<file path="config.mk">
export PLATFORM = sky130hd
export DESIGN_NAME = enc_block_scheduler
export DESIGN_NICKNAME = d
export VERILOG_FILES = /design/src/rtl/enc_block_scheduler.sv
export SDC_FILE = /design/constraint.sdc
export NUM_CORES = 1
export LEC_CHECK = 0
export CAP_MARGIN = 15
export CORE_UTILIZATION = 35
export CTS_CLUSTER_DIAMETER = 150
export DETAILED_ROUTE_END_ITERATION = 8
export PLACE_DENSITY = 0.6
export SLEW_MARGIN = 30
export SYNTH_ARGS = -nofsm -noshare
export SYNTH_HDL_FRONTEND = slang
export SYNTH_SLANG_ARGS = --single-unit
export TNS_END_PERCENT = 50
</file>
<file path="constraint.sdc">
create_clock -name clk -period 1.8 [get_ports clk]
set_input_delay 0.27 -clock clk [delete_from_list [all_inputs] [get_ports clk]]
set_output_delay 0.27 -clock clk [all_outputs]
set_load 0.01 [all_outputs]
</file>
<file path="src/rtl/enc_block_scheduler.sv">
// Block sequencer for the convolutional encoder: pops one meta byte, waits for a full
// block of input data, runs the encoder, then drains subblocks 0..2 as one byte stream.
module enc_block_scheduler #(
  parameter int SHORT_BYTES    = 132,
  parameter int LONG_BYTES     = 768,
  parameter int CNT_W          = 10,
  parameter int TIMEOUT_CYCLES = 4096
) (
  input  logic             clk,
  input  logic             reset,
  input  logic             meta_empty,
  input  logic [7:0]       meta_q,
  output logic             meta_rdreq,
  input  logic [CNT_W-1:0] data_usedw,
  output logic             enc_start,
  output logic             enc_size,
  input  logic             computation_done,
  output logic [2:0]       rdreq_subblock,
  input  logic [7:0]       q0,
  input  logic [7:0]       q1,
  input  logic [7:0]       q2,
  output logic [7:0]       out_data,
  output logic             out_valid,
  input  logic             out_ready,
  output logic [1:0]       out_sub,
  output logic             out_last,
  output logic             busy,
  output logic             err_timeout,
  output logic [15:0]      blocks_done
);

  localparam int WD_W = (TIMEOUT_CYCLES > 2) ? $clog2(TIMEOUT_CYCLES) : 1;
  // Watchdog trips when its next value would reach TIMEOUT_CYCLES-1.
  localparam logic [WD_W-1:0]  WD_LIMIT   = WD_W'(TIMEOUT_CYCLES - 2);
  localparam logic [CNT_W-1:0] SHORT_N    = CNT_W'(SHORT_BYTES);
  localparam logic [CNT_W-1:0] LONG_N     = CNT_W'(LONG_BYTES);
  localparam logic [CNT_W-1:0] SHORT_LAST = CNT_W'(SHORT_BYTES - 1);
  localparam logic [CNT_W-1:0] LONG_LAST  = CNT_W'(LONG_BYTES - 1);

  typedef enum logic [3:0] {
    S_IDLE, S_META_RD, S_META_CAP, S_WAIT_DATA, S_START,
    S_COMPUTE, S_RD_REQ, S_RD_CAP, S_HOLD
  } state_t;

  state_t           state_q;
  logic             size_q;
  logic [1:0]       sub_q;
  logic [CNT_W-1:0] cnt_q;
  logic [WD_W-1:0]  wd_q;
  logic             meta_rdreq_q, enc_start_q, out_valid_q, out_last_q, err_q;
  logic [2:0]       rdreq_q;
  logic [7:0]       out_data_q;
  logic [1:0]       out_sub_q;
  logic [15:0]      blocks_q;

  logic [CNT_W-1:0] need_n;
  logic             last_byte;
  logic [1:0]       sub_nx;
  logic [7:0]       sub_byte;

  assign need_n    = size_q ? LONG_N : SHORT_N;
  assign last_byte = (cnt_q == (size_q ? LONG_LAST : SHORT_LAST));
  assign sub_nx    = sub_q + 2'd1;

  always_comb begin
    sub_byte = q2;
    case (sub_q)
      2'd0:    sub_byte = q0;
      2'd1:    sub_byte = q1;
      default: sub_byte = q2;
    endcase
  end

  always_ff @(posedge clk) begin
    if (reset) begin
      state_q      <= S_IDLE;
      size_q       <= 1'b0;
      sub_q        <= '0;
      cnt_q        <= '0;
      wd_q         <= '0;
      meta_rdreq_q <= 1'b0;
      enc_start_q  <= 1'b0;
      rdreq_q      <= '0;
      out_data_q   <= '0;
      out_valid_q  <= 1'b0;
      out_sub_q    <= '0;
      out_last_q   <= 1'b0;
      err_q        <= 1'b0;
      blocks_q     <= '0;
    end else begin
      // strobes are high only for the single cycle spent in their state
      meta_rdreq_q <= 1'b0;
      enc_start_q  <= 1'b0;
      rdreq_q      <= '0;
      case (state_q)
        S_IDLE: if (!meta_empty) begin
          state_q      <= S_META_RD;
          meta_rdreq_q <= 1'b1;
        end
        S_META_RD:  state_q <= S_META_CAP;
        S_META_CAP: begin
          size_q  <= meta_q[0];
          state_q <= S_WAIT_DATA;
        end
        S_WAIT_DATA: if (data_usedw >= need_n) begin
          state_q     <= S_START;
          enc_start_q <= 1'b1;
        end
        S_START: begin
          wd_q    <= '0;
          state_q <= S_COMPUTE;
        end
        S_COMPUTE: begin
          if (computation_done) begin
            sub_q   <= '0;
            cnt_q   <= '0;
            rdreq_q <= 3'b001;
            state_q <= S_RD_REQ;
          end else if (wd_q == WD_LIMIT) begin
            err_q   <= 1'b1;
            state_q <= S_IDLE;
          end else begin
            wd_q <= wd_q + WD_W'(1);
          end
        end
        S_RD_REQ: state_q <= S_RD_CAP;
        S_RD_CAP: begin
          out_data_q  <= sub_byte;
          out_sub_q   <= sub_q;
          out_valid_q <= 1'b1;
          out_last_q  <= (sub_q == 2'd2) && last_byte;
          state_q     <= S_HOLD;
        end
        S_HOLD: if (out_ready) begin
          out_valid_q <= 1'b0;
          out_last_q  <= 1'b0;
          if (last_byte) begin
            cnt_q <= '0;
            if (sub_q == 2'd2) begin
              blocks_q <= blocks_q + 16'd1;
              state_q  <= S_IDLE;
            end else begin
              sub_q   <= sub_nx;
              rdreq_q <= 3'b001 << sub_nx;
              state_q <= S_RD_REQ;
            end
          end else begin
            cnt_q   <= cnt_q + CNT_W'(1);
            rdreq_q <= 3'b001 << sub_q;
            state_q <= S_RD_REQ;
          end
        end
        default: state_q <= S_IDLE;
      endcase
    end
  end

  assign meta_rdreq     = meta_rdreq_q;
  assign enc_start      = enc_start_q;
  assign enc_size       = size_q;
  assign rdreq_subblock = rdreq_q;
  assign out_data       = out_data_q;
  assign out_valid      = out_valid_q;
  assign out_sub        = out_sub_q;
  assign out_last       = out_last_q;
  assign busy           = (state_q != S_IDLE);
  assign err_timeout    = err_q;
  assign blocks_done    = blocks_q;

endmodule

</file>
==> flow_metrics.env, run 1 <==
export IMPL_status="complete, no violations"
export IMPL_synth_fa_ha_area_share_pct=4.50
export IMPL_clockBufferDepth=2
export IMPL_ir_drop_mv=0.395
export IMPL_die_y_um=99.6
export IMPL_io_pins=83
export IMPL_grt_use_total_pct=20.2
export IMPL_synth_ff_type="dfxtp_1"
export IMPL_die_x_um=99.6
export IMPL_start_util_pct=36.1
export IMPL_startpoint_type="flip-flop"
export IMPL_fillers=851
export IMPL_crit_arrival_ns=2.04
export IMPL_cp_end_kind="flip-flop"
export IMPL_syn_area_sq_um=3330
export IMPL_synth_warning_count=0
export IMPL_synth_simple_gate_area_share_pct=26.6
export IMPL_postSynthCellCount=392
export IMPL_synth_top_family_by_area="simple AND/OR/NAND/NOR gates"
export IMPL_fin_nets=596
export IMPL_ant_nets=0
export IMPL_port_buffers=75
export IMPL_first_iter_violations=152
export IMPL_ctsHtreeMaxLevel=3
export IMPL_synth_mux_area_share_pct=1.20
export IMPL_finClkSkew_ns=0.00707
export IMPL_maxSlewHeadroom_pct=74.0
export IMPL_vias_per_cell=5.25
export IMPL_rows=35
export IMPL_drt_pre_antenna_iters=4
export IMPL_routed_wl_um=9710
export IMPL_hold_buffers=0
export IMPL_finalSetupTns_ns=0
export IMPL_cts_sinks=63
export IMPL_worst_path_max_fanout=3
export IMPL_synth_edff_count=0
export IMPL_core_area_sq_um=9240
export IMPL_synth_area_per_cell_sq_um=8.51
export IMPL_place_congestion=0.827
export IMPL_finalHoldViolCount=0
export IMPL_grt_pass1_wl_um=15900
export IMPL_vias=3521
export IMPL_ys_ff_latch=63
export IMPL_synthArstFlopShare_pct=0
export IMPL_cts_clk_slew_worst_paths_ns=0.07
export IMPL_final_layout_size_suffix_gt1_share_pct=27.3
export IMPL_synth_area_leaders="dfxtp_1 38%, xnor2_1 5.5%, nor2_1 5.4%"
export IMPL_synth_compound_area_share_pct=20.6
export IMPL_slew_violations=0
export IMPL_die_area_sq_um=9920
export IMPL_fmax_ghz=0.556
export IMPL_period_share_pct=100
export IMPL_path_class="flip-flop to flip-flop"
export IMPL_drc=0
export IMPL_cts_made_buffers=9
export IMPL_hold_ws_ns=0.309
export IMPL_yosysSeqAreaShare_pct=37.8
export IMPL_placed_area_sq_um=4750
export IMPL_dp_hpwl_um=6970
export IMPL_rsz0062_at_grt="true"
export IMPL_synth_top_area_share_pct=37.8
export IMPL_wl_per_cell_um=14.5
export IMPL_p_leak_uw=0.00189
export IMPL_finalSetupViolCount=0
export IMPL_p_per_area_nw_per_um2=605
export IMPL_max_cap_viol_count=0
export IMPL_cp_required_ns=2.04
export IMPL_syn2layout_area_growth_pct=57.3
export IMPL_grt_antenna_before_repair=0
export IMPL_grt_max_degree=31
export IMPL_grt_pass1_vias=3333
export IMPL_root_buffer="clkbuf_8"
export IMPL_cts_tree="built"
export IMPL_final_cell_area_sq_um=5250
export IMPL_hp_class="input pin to flip-flop"
export IMPL_diodes=0
export IMPL_synth_cell_type_count=57
export IMPL_synth_fp_nets=451
export IMPL_overflow=0
export IMPL_synth_xor_area_share_pct=5.52
export IMPL_worstMarginPinSlew_ns=0.388
export IMPL_yosysTopAreaCell="dfxtp_1"
export IMPL_final_min_clock_period_ns=1.80
export IMPL_clkLatencyLatePin_ns=0.34
==> sequential cells by signal, indices dropped and copies added, names as in the netlist <==
signal          cells
blocks_done        16
cnt_q              10
enc_size            1
enc_start           1
err_timeout         1
meta_rdreq          1
out_data            8
out_last            1
out_sub             2
out_valid           1
rdreq_subblock      3
state_q             4
sub_q               2
wd_q               12
==> worst max-delay path, stage by stage (launching register included) <==
cell and delay, ns:
dfxtp_4 0.36, inv_4 0.04, buf_4 0.14, ha_4 0.27
nand2_2 0.05, buf_4 0.13, a2111oi_4 0.37, a2111oi_4 0.08
nor4b_1 0.24
==> cell type report <==
class | instances | area [sq um] | share of cell area, %
clock buffers | 13 | 159 | 3.03
clock inverters | 3 | 65.1 | 1.24
inverters | 10 | 40.0 | 0.763
multi-input cells | 298 | 2190 | 41.8
flip-flops and latches | 63 | 1270 | 24.3
well taps | 129 | 161 | 3.08
repair buffers | 155 | 1360 | 25.8
==> kinds of logic after synthesis <==
logic type | count (synthesis)
simple gates | 160
compound gates | 101
flops | 63
buf+inv | 31
xor+xnor | 21
fa+ha+maj | 12
mux | 4
==> synthesized netlist by cell type, types with 9 or more instances <==
cell type / instances
a22oi_1: 9
inv_1: 10
nor2_1: 48
nand2_1: 23
dfxtp_1: 63
nand3_1: 20
clkbuf_1: 18
a21oi_1: 30
nand4_1: 14
xnor2_1: 21
a211oi_1: 20
ha_1: 12
==> path summary, 6_finish.rpt <==
path	depth (start not counted)	end	slack (ns)	startpoint
max	8	enc_start	0.0001	enc_size
min	3	blocks_done[13]	0.31	reset
max reg2reg	8	enc_start	0.0001	enc_size
min reg2reg	2	out_last	0.47	out_last
==> power by group <==
part / switching, uW / internal (uW)
Sequential: 10.2 / 1400
Clock: 554 / 855
Combinational: 156 / 193
==> what timing repair did <==
item                                    in CTS  in global routing
pin swaps                                   15                  9
hold endpoints to repair                     0                  0
buffers inserted                             3                  2
endpoints found under the setup margin      23                 34
gates resized for setup                     18                 33
cloned                                       0                  0
==> cells in the final DEF (no fill, tap or decap), types with 3 or more instances in the layout <==
| master | count |
|---|---|
| dfxtp_1 | 56 |
| o31ai_1 | 5 |
| a21o_1 | 3 |
| a211oi_2 | 12 |
| nand2b_1 | 4 |
| a211oi_1 | 8 |
| a21oi_2 | 3 |
| nor2_1 | 48 |
| nand2_2 | 3 |
| and4_1 | 7 |
| and2_1 | 5 |
| nand4_1 | 14 |
| nand2_1 | 21 |
| and3_1 | 3 |
| nor3_1 | 3 |
| inv_1 | 9 |
| mux2i_1 | 4 |
| clkbuf_8 | 11 |
| nand3_1 | 20 |
| nor2b_1 | 3 |
| a22oi_1 | 9 |
| a21oi_1 | 27 |
| o21ai_1 | 3 |
| o21ai_0 | 5 |
| ha_4 | 4 |
| buf_4 | 78 |
| o311ai_1 | 4 |
| ha_1 | 7 |
| dfxtp_2 | 6 |
| clkdlybuf4s50_1 | 72 |
| a31oi_1 | 4 |
| xnor2_1 | 21 |
==> stage by stage <==
step,power (uW),utilization (%),cells,worst slack (ns)
detailed placement,1750,51.5,650,-0.486
global placement,1740,51.5,650,-0.474
CTS,3180,55.0,669,-0.0943
global route,3310,56.8,671,-0.0772
floorplan,1580,-,392,-0.0461
finish,3170,56.8,671,0.0000950
==> routing by layer <==
layer | track usage [%] | wire length, um
met5 | 0 | 0
met3 | 5.41 | 679
met1 | 25.0 | 4380
met2 | 33.7 | 4530
met4 | 7.24 | 115
(Power assumes the default switching activity.)
==> run 2: changes to the inputs <==
--- a/config.mk
+++ b/config.mk
@@ -5,7 +5,7 @@
 export SDC_FILE = /design/constraint.sdc
 export NUM_CORES = 1
 export LEC_CHECK = 0
-export CAP_MARGIN = 15
+export CAP_MARGIN = 5
 export CORE_UTILIZATION = 35
 export CTS_CLUSTER_DIAMETER = 150
 export DETAILED_ROUTE_END_ITERATION = 8
==> results of run 2 <==
Final layout, timing and power as in run 1 (identical DEF).
==> run 3: changes to the inputs <==
==> constraint.sdc (replaced) <==
create_clock -name clk -period 1.8 [get_ports clk]
set_input_delay 0.27 -clock clk [delete_from_list [all_inputs] [get_ports clk]]
set_output_delay 0.27 -clock clk [all_outputs]
set_load 0.005 [all_outputs]
==> run 3 against run 2 <==
Net effect: routed wire length increased by 1.2%; sequential share of layout area fell by 0.40 points; via count hardly changed; sequential power is essentially flat; critical path depth decreased by 2; clock power rose by 21%; global-route usage is 0.060 points lower; clock skew increased by 0.0034 ns; register-to-register slack about the same; maximum frequency about the same; count of clock-buffer cells in the layout fell by 2; critical path type unchanged.
==> flow_metrics.env, run 3 (synthesized netlist as in run 1, its figures left out) <==
export IMPL_final_min_clock_period_ns=1.80
export IMPL_syn2layout_area_growth_pct=61.1
export IMPL_p_leak_uw=0.00194
export IMPL_cp_required_ns=2.05
export IMPL_overflow=0
export IMPL_status="complete, no violations"
export IMPL_cts_clk_slew_worst_paths_ns=0.08
export IMPL_path_common_cell="a2111oi_4"
export IMPL_layout_commonest_cell="buf_4"
export IMPL_rsz0062_at_grt="true"
export IMPL_ctsHtreeMaxLevel=3
export IMPL_grt_pass1_vias=3422
export IMPL_die_area_sq_um=9920
export IMPL_maxSlewHeadroom_pct=74.8
export IMPL_crit_arrival_ns=2.05
export IMPL_path_class="flip-flop to flip-flop"
export IMPL_first_iter_violations=124
export IMPL_dp_hpwl_um=6860
export IMPL_cts_sinks=63
export IMPL_grt_pass1_wl_um=15900
export IMPL_fillers=820
export IMPL_max_cap_viol_count=0
export IMPL_wl_per_cell_um=14.6
export IMPL_worst_path_max_fanout=3
export IMPL_crit_buf_inv=1
export IMPL_place_congestion=0.779
export IMPL_hold_start="reset"
export IMPL_largest_register_ffs=16
export IMPL_io_pins=83
export IMPL_ant_nets=0
export IMPL_crit_start="enc_size"
export IMPL_die_x_um=99.6
export IMPL_drc=0
export IMPL_fin_nets=599
export IMPL_routed_wl_um=9820
export IMPL_die_y_um=99.6
export IMPL_final_util_pct=58.1
export IMPL_vias=3524
export IMPL_hp_class="input pin to flip-flop"
export IMPL_reg2reg_from="enc_size"
export IMPL_clockBufferDepth=2
export IMPL_cp_cell_sequence="inv_4 > ha_4 > or3b_4 > a2111oi_4 > a2111oi_4 > nor4b_1"
export IMPL_final_cell_area_sq_um=5370
export IMPL_critical_path_slowest_cell="or3b_4"
export IMPL_slew_violations=0
export IMPL_finalSetupTns_ns=0
export IMPL_grt_antenna_before_repair=0
export IMPL_drt_pre_antenna_iters=5
export IMPL_port_buffers=75
export IMPL_mostFrequentLayoutCells="80 x buf_4, 72 x clkdlybuf4s50_1, 53 x dfxtp_1, 47 x nor2_1, 26 x a21oi_1"
export IMPL_worstMarginPinSlew_ns=0.377
export IMPL_placed_area_sq_um=4730
export IMPL_finClkSkew_ns=0.0104
export IMPL_max_stage_delay_ns=0.38
export IMPL_final_layout_size_suffix_gt1_share_pct=29.7
export IMPL_cts_made_buffers=9
export IMPL_grt_max_degree=27
export IMPL_fmax_ghz=0.556
export IMPL_cts_tree="built"
export IMPL_ir_drop_mv=0.445
export IMPL_start_util_pct=36.1
export IMPL_grt_use_total_pct=20.1
export IMPL_root_buffer="clkbuf_8"
export IMPL_diodes=0
export IMPL_core_area_sq_um=9240
export IMPL_cp_end_kind="flip-flop"
export IMPL_startpoint_type="flip-flop"
export IMPL_period_share_pct=99.9
export IMPL_p_per_area_nw_per_um2=646
export IMPL_finalSetupViolCount=0
export IMPL_power_total_uw=3470
export IMPL_rows=35
export IMPL_clkLatencyLatePin_ns=0.35
export IMPL_finalHoldViolCount=0
export IMPL_crit_family="simple AND/OR/NAND/NOR gates"
export IMPL_vias_per_cell=5.23
-- run 3: what timing repair did --
| item | 4_1_cts | 5_1_grt |
|---|---|---|
| setup endpoints to repair | 28 | 38 |
| pin swaps | 12 | 25 |
| gates resized for setup | 26 | 37 |
| setup buffers | 8 | 3 |
| hold buffers | 0 | 0 |
-- run 3: power breakdown --
| group | internal [uW] | switching, uW |
|---|---|---|
| Clock | 1140 | 566 |
| Sequential | 1400 | 9.93 |
| Combinational | 199 | 158 |
-- run 3: layout make-up --
cell class / instances / area [sq um] / area share [%]
timing repair buffer: 158 / 1390 / 25.8
clock buffer: 11 / 151 / 2.82
tap: 129 / 161 / 3.00
clock inverter: 5 / 128 / 2.38
multi-input combinational: 298 / 2220 / 41.4
sequential: 63 / 1280 / 23.9
inverter: 10 / 40.0 / 0.745
-- run 3: stage by stage --
stage / worst slack [ns] / cells / hold slack [ns]
finish: 0.00174 / 674 / 0.246
CTS: -0.0597 / 671 / 0.238
global placement: -0.464 / 647 / 0.450
detailed placement: -0.603 / 647 / 0.472
floorplan: -0.0460 / 392 / 0.349
global route: -0.0625 / 674 / 0.263
-- run 3: final timing paths --
kind,cells after the start,endpoint,slack [ns]
worst min register to register,2,out_last,0.48
worst max-delay path,6,enc_start,0.002
worst max register to register,6,enc_start,0.002
worst min-delay path,2,blocks_done[0],0.25
-- run 3: routing by layer --
metal  global-route usage, %  vias to the layer above  wire length, um
met5                       0                        -                0
met4                    7.92                        0              169
met3                    5.48                       14              691
met2                    32.7                      114             4520
met1                    25.3                     1646             4440
li1                        -                     1750                -
==> patch (settings of run 1) <==
The 9 states of `state_t` get a one-hot encoding in 9 bits.
--- a/src/rtl/enc_block_scheduler.sv
+++ b/src/rtl/enc_block_scheduler.sv
@@ -37,9 +37,9 @@
   localparam logic [CNT_W-1:0] SHORT_LAST = CNT_W'(SHORT_BYTES - 1);
   localparam logic [CNT_W-1:0] LONG_LAST  = CNT_W'(LONG_BYTES - 1);
 
-  typedef enum logic [3:0] {
-    S_IDLE, S_META_RD, S_META_CAP, S_WAIT_DATA, S_START,
-    S_COMPUTE, S_RD_REQ, S_RD_CAP, S_HOLD
+  typedef enum logic [8:0] {
+    S_IDLE = 9'b000000001, S_META_RD = 9'b000000010, S_META_CAP = 9'b000000100, S_WAIT_DATA = 9'b000001000, S_START = 9'b000010000,
+    S_COMPUTE = 9'b000100000, S_RD_REQ = 9'b001000000, S_RD_CAP = 9'b010000000, S_HOLD = 9'b100000000
   } state_t;
 
   state_t           state_q;
Formal check against the unedited RTL: same outputs for any inputs over 10 cycles, from zero or initial values and one cycle with reset high; not proved beyond that.
==> patch against run 1 <==
- the flow now finishes with violations (negative setup slack)
- count of clock-buffer cells in the layout decreased by 3
- design area increased by 9.2%
- non-clock buffer count increased by 31
- core utilization increased by 1.8 points
- final cell count increased by 9.8%
- worst setup slack got worse by 590 ps
- routed wire length increased by 10%
- area after synthesis increased by 5.7%
- sequential cell count increased by 5
- clock skew increased by 3.7 ps
- power increased by 8.7%
- critical path type unchanged
- largest cell class unchanged
- largest power group unchanged
- highest routed layer unchanged
==> patch: results (changes against run 1) <==
Outcome
  – Status: complete, but fails checks
  – Failing checks: negative setup slack

Timing
  – Setup ws final: -587.6 ps (-587.7 ps)
  – Final setup skew: 10.81 ps (+3.739 ps)
  – Worst-margin pin slew: 478.7 ps (+91.05 ps)
  – Final setup fails: 52 (+52)

Synth
  – Top_reg_cell synth: dfxtp_1
  – Syn nets: 483 (+7.1%)
  – Commonest cells post-synth: dfxtp_1 (68), nor2_1 (41), a21oi_1 (30)
  – Post-synth cell types: 55 (-3.5%)
  – Sequential area share after synthesis: 38.62% (+0.80 points)
  – Synth area leaders: dfxtp_1 (39%), nor2_1 (4.4%), a21oi_1 (4.3%)
  – Ys async rst share: 0% (unchanged)

Routing
  – DR vias/cell: 5.197 (-0.97%)
  – Initial DRC Count: 157 (+3.3%)
  – WL final: 10690 µm (+10%)

Pwr
  – Peak VDD IR: 0.0003307 V (-16%)
  – Leak Pwr: 2.088 nW (+11%)

CTS
  – Worst-skew pair later-pin latency: about 350 ps
  – Root buffer cell: clkbuf_8
  – H-Tree Depth: 3 (unchanged)
  – Clk buf depth: 2 (unchanged)

Placed design
  – Port-buffer cells: 75 (unchanged)
  – Hpwl dp: 7638 µm (+9.6%)
  – Final Wtd Congestion: 0.8741 (+5.7%)

GRT
  – Vias in the first global route: 3612 (+8.4%)
  – Largest net degree at the start of global routing: 23 (-26%)
  – First-pass GRT wire length: 16890 µm (+5.9%)
  – Total GRT Usage: 20.71% (+0.53 points)
  – Initial antenna violation count: 0 (unchanged)

Layout
  – Share of cells above drive strength 1: 31.62% (+4.3 points)
  – Fin nets: 658 (+10%)
  – Largest register FFs: 16 (unchanged)

Setup path
  – CP arrival: 2680 ps (+640 ps)
  – Top delay family on crit path: simple AND/OR/NAND/NOR gates
  – Worst-path fanout max: 7 (+4)
  – Max stage delay cell, worst path: or4_4
  – Worst path max stage delay: 560 ps (+190 ps)

Hold path
  – Min-delay worst type: input pin to register
[patch: area by class of cell]
cell class,instances,area [µm²]
inverters,10,37.54
clock inverters,6,65.06
repair buffers,186,1648
fillers,881,4048
multi-input cells,324,2312
clock buffers,10,127.6
flip-flops and latches,68,1370
well taps,133,166.4
[patch: worst paths after layout]
check              from         end  slack [ps]  cells past startpoint
max          state_q[2]     wd_q[5]        -590                      5
min               reset  state_q[8]         330                      2
max reg2reg  state_q[2]     wd_q[5]        -590                      5
min reg2reg    out_last    out_last         490                      2
[patch: timing repair]
item,in CTS,in global routing
resized for setup,56,30
pin swaps,39,10
endpoints found under the setup margin,62,62
setup buffers,12,2
cloned,2,0
hold buffers,0,0
[patch: layer usage]
| metal | vias up | wire, µm | global-route usage [%] |
|---|---|---|---|
| met1 | 1830 | 5032 | 26.88 |
| met4 | 0 | 121 | 7.253 |
| met3 | 8 | 306 | 4.651 |
| li1 | 1938 | - | - |
| met5 | - | 0 | 0 |
| met2 | 54 | 5234 | 33.76 |
[patch: cells by family (layout without fill, tap and decap cells)]
family / after synthesis / count (layout) / synth area share, %
AOI/OAI and AO/OA: 98 / 99 / 17.43
buffers and inverters: 33 / 212 / 4.011
adders and majority gates: 12 / 12 / 4.260
DFF: 68 / 68 / 38.62
and+or+nand+nor: 193 / 193 / 30.32
muxes: 9 / 9 / 2.627
xor gates and xnor gates: 11 / 11 / 2.733
[patch: report_power, final]
part	internal (W)	switching (W)	total [W]
Clock	0.000640	0.000614	0.00125
Sequential	0.00153	0.0000142	0.00155
Combinational	0.000335	0.000312	0.000648
Total	0.00251	0.000940	0.00345
[patch: metrics by stage]
| step | power (W) | setup WS, ps | std cells | cell area [µm²] | TNS (ps) |
|---|---|---|---|---|---|
| final | 0.003447 | -587.6 | 737 | 5727 | -16380 |
| after detailed placement | 0.002146 | -782.2 | 706 | 5087 | -23910 |
| after global routing | 0.003592 | -618.1 | 737 | 5727 | -19960 |
| after global placement | 0.002141 | -754.3 | 706 | 5087 | -22520 |
| after floorplan | 0.001869 | -618.1 | 424 | 3543 | -21050 |
| after CTS | 0.003451 | -552.0 | 736 | 5603 | -15550 |
[patch: worst register-to-register path, delay by kind of cell (launching register included)]
| family | cells | cell delay [ps] |
|---|---|---|
| compound gates | 2 | 390 |
| flops | 1 | 320 |
| simple gates | 3 | 1620 |
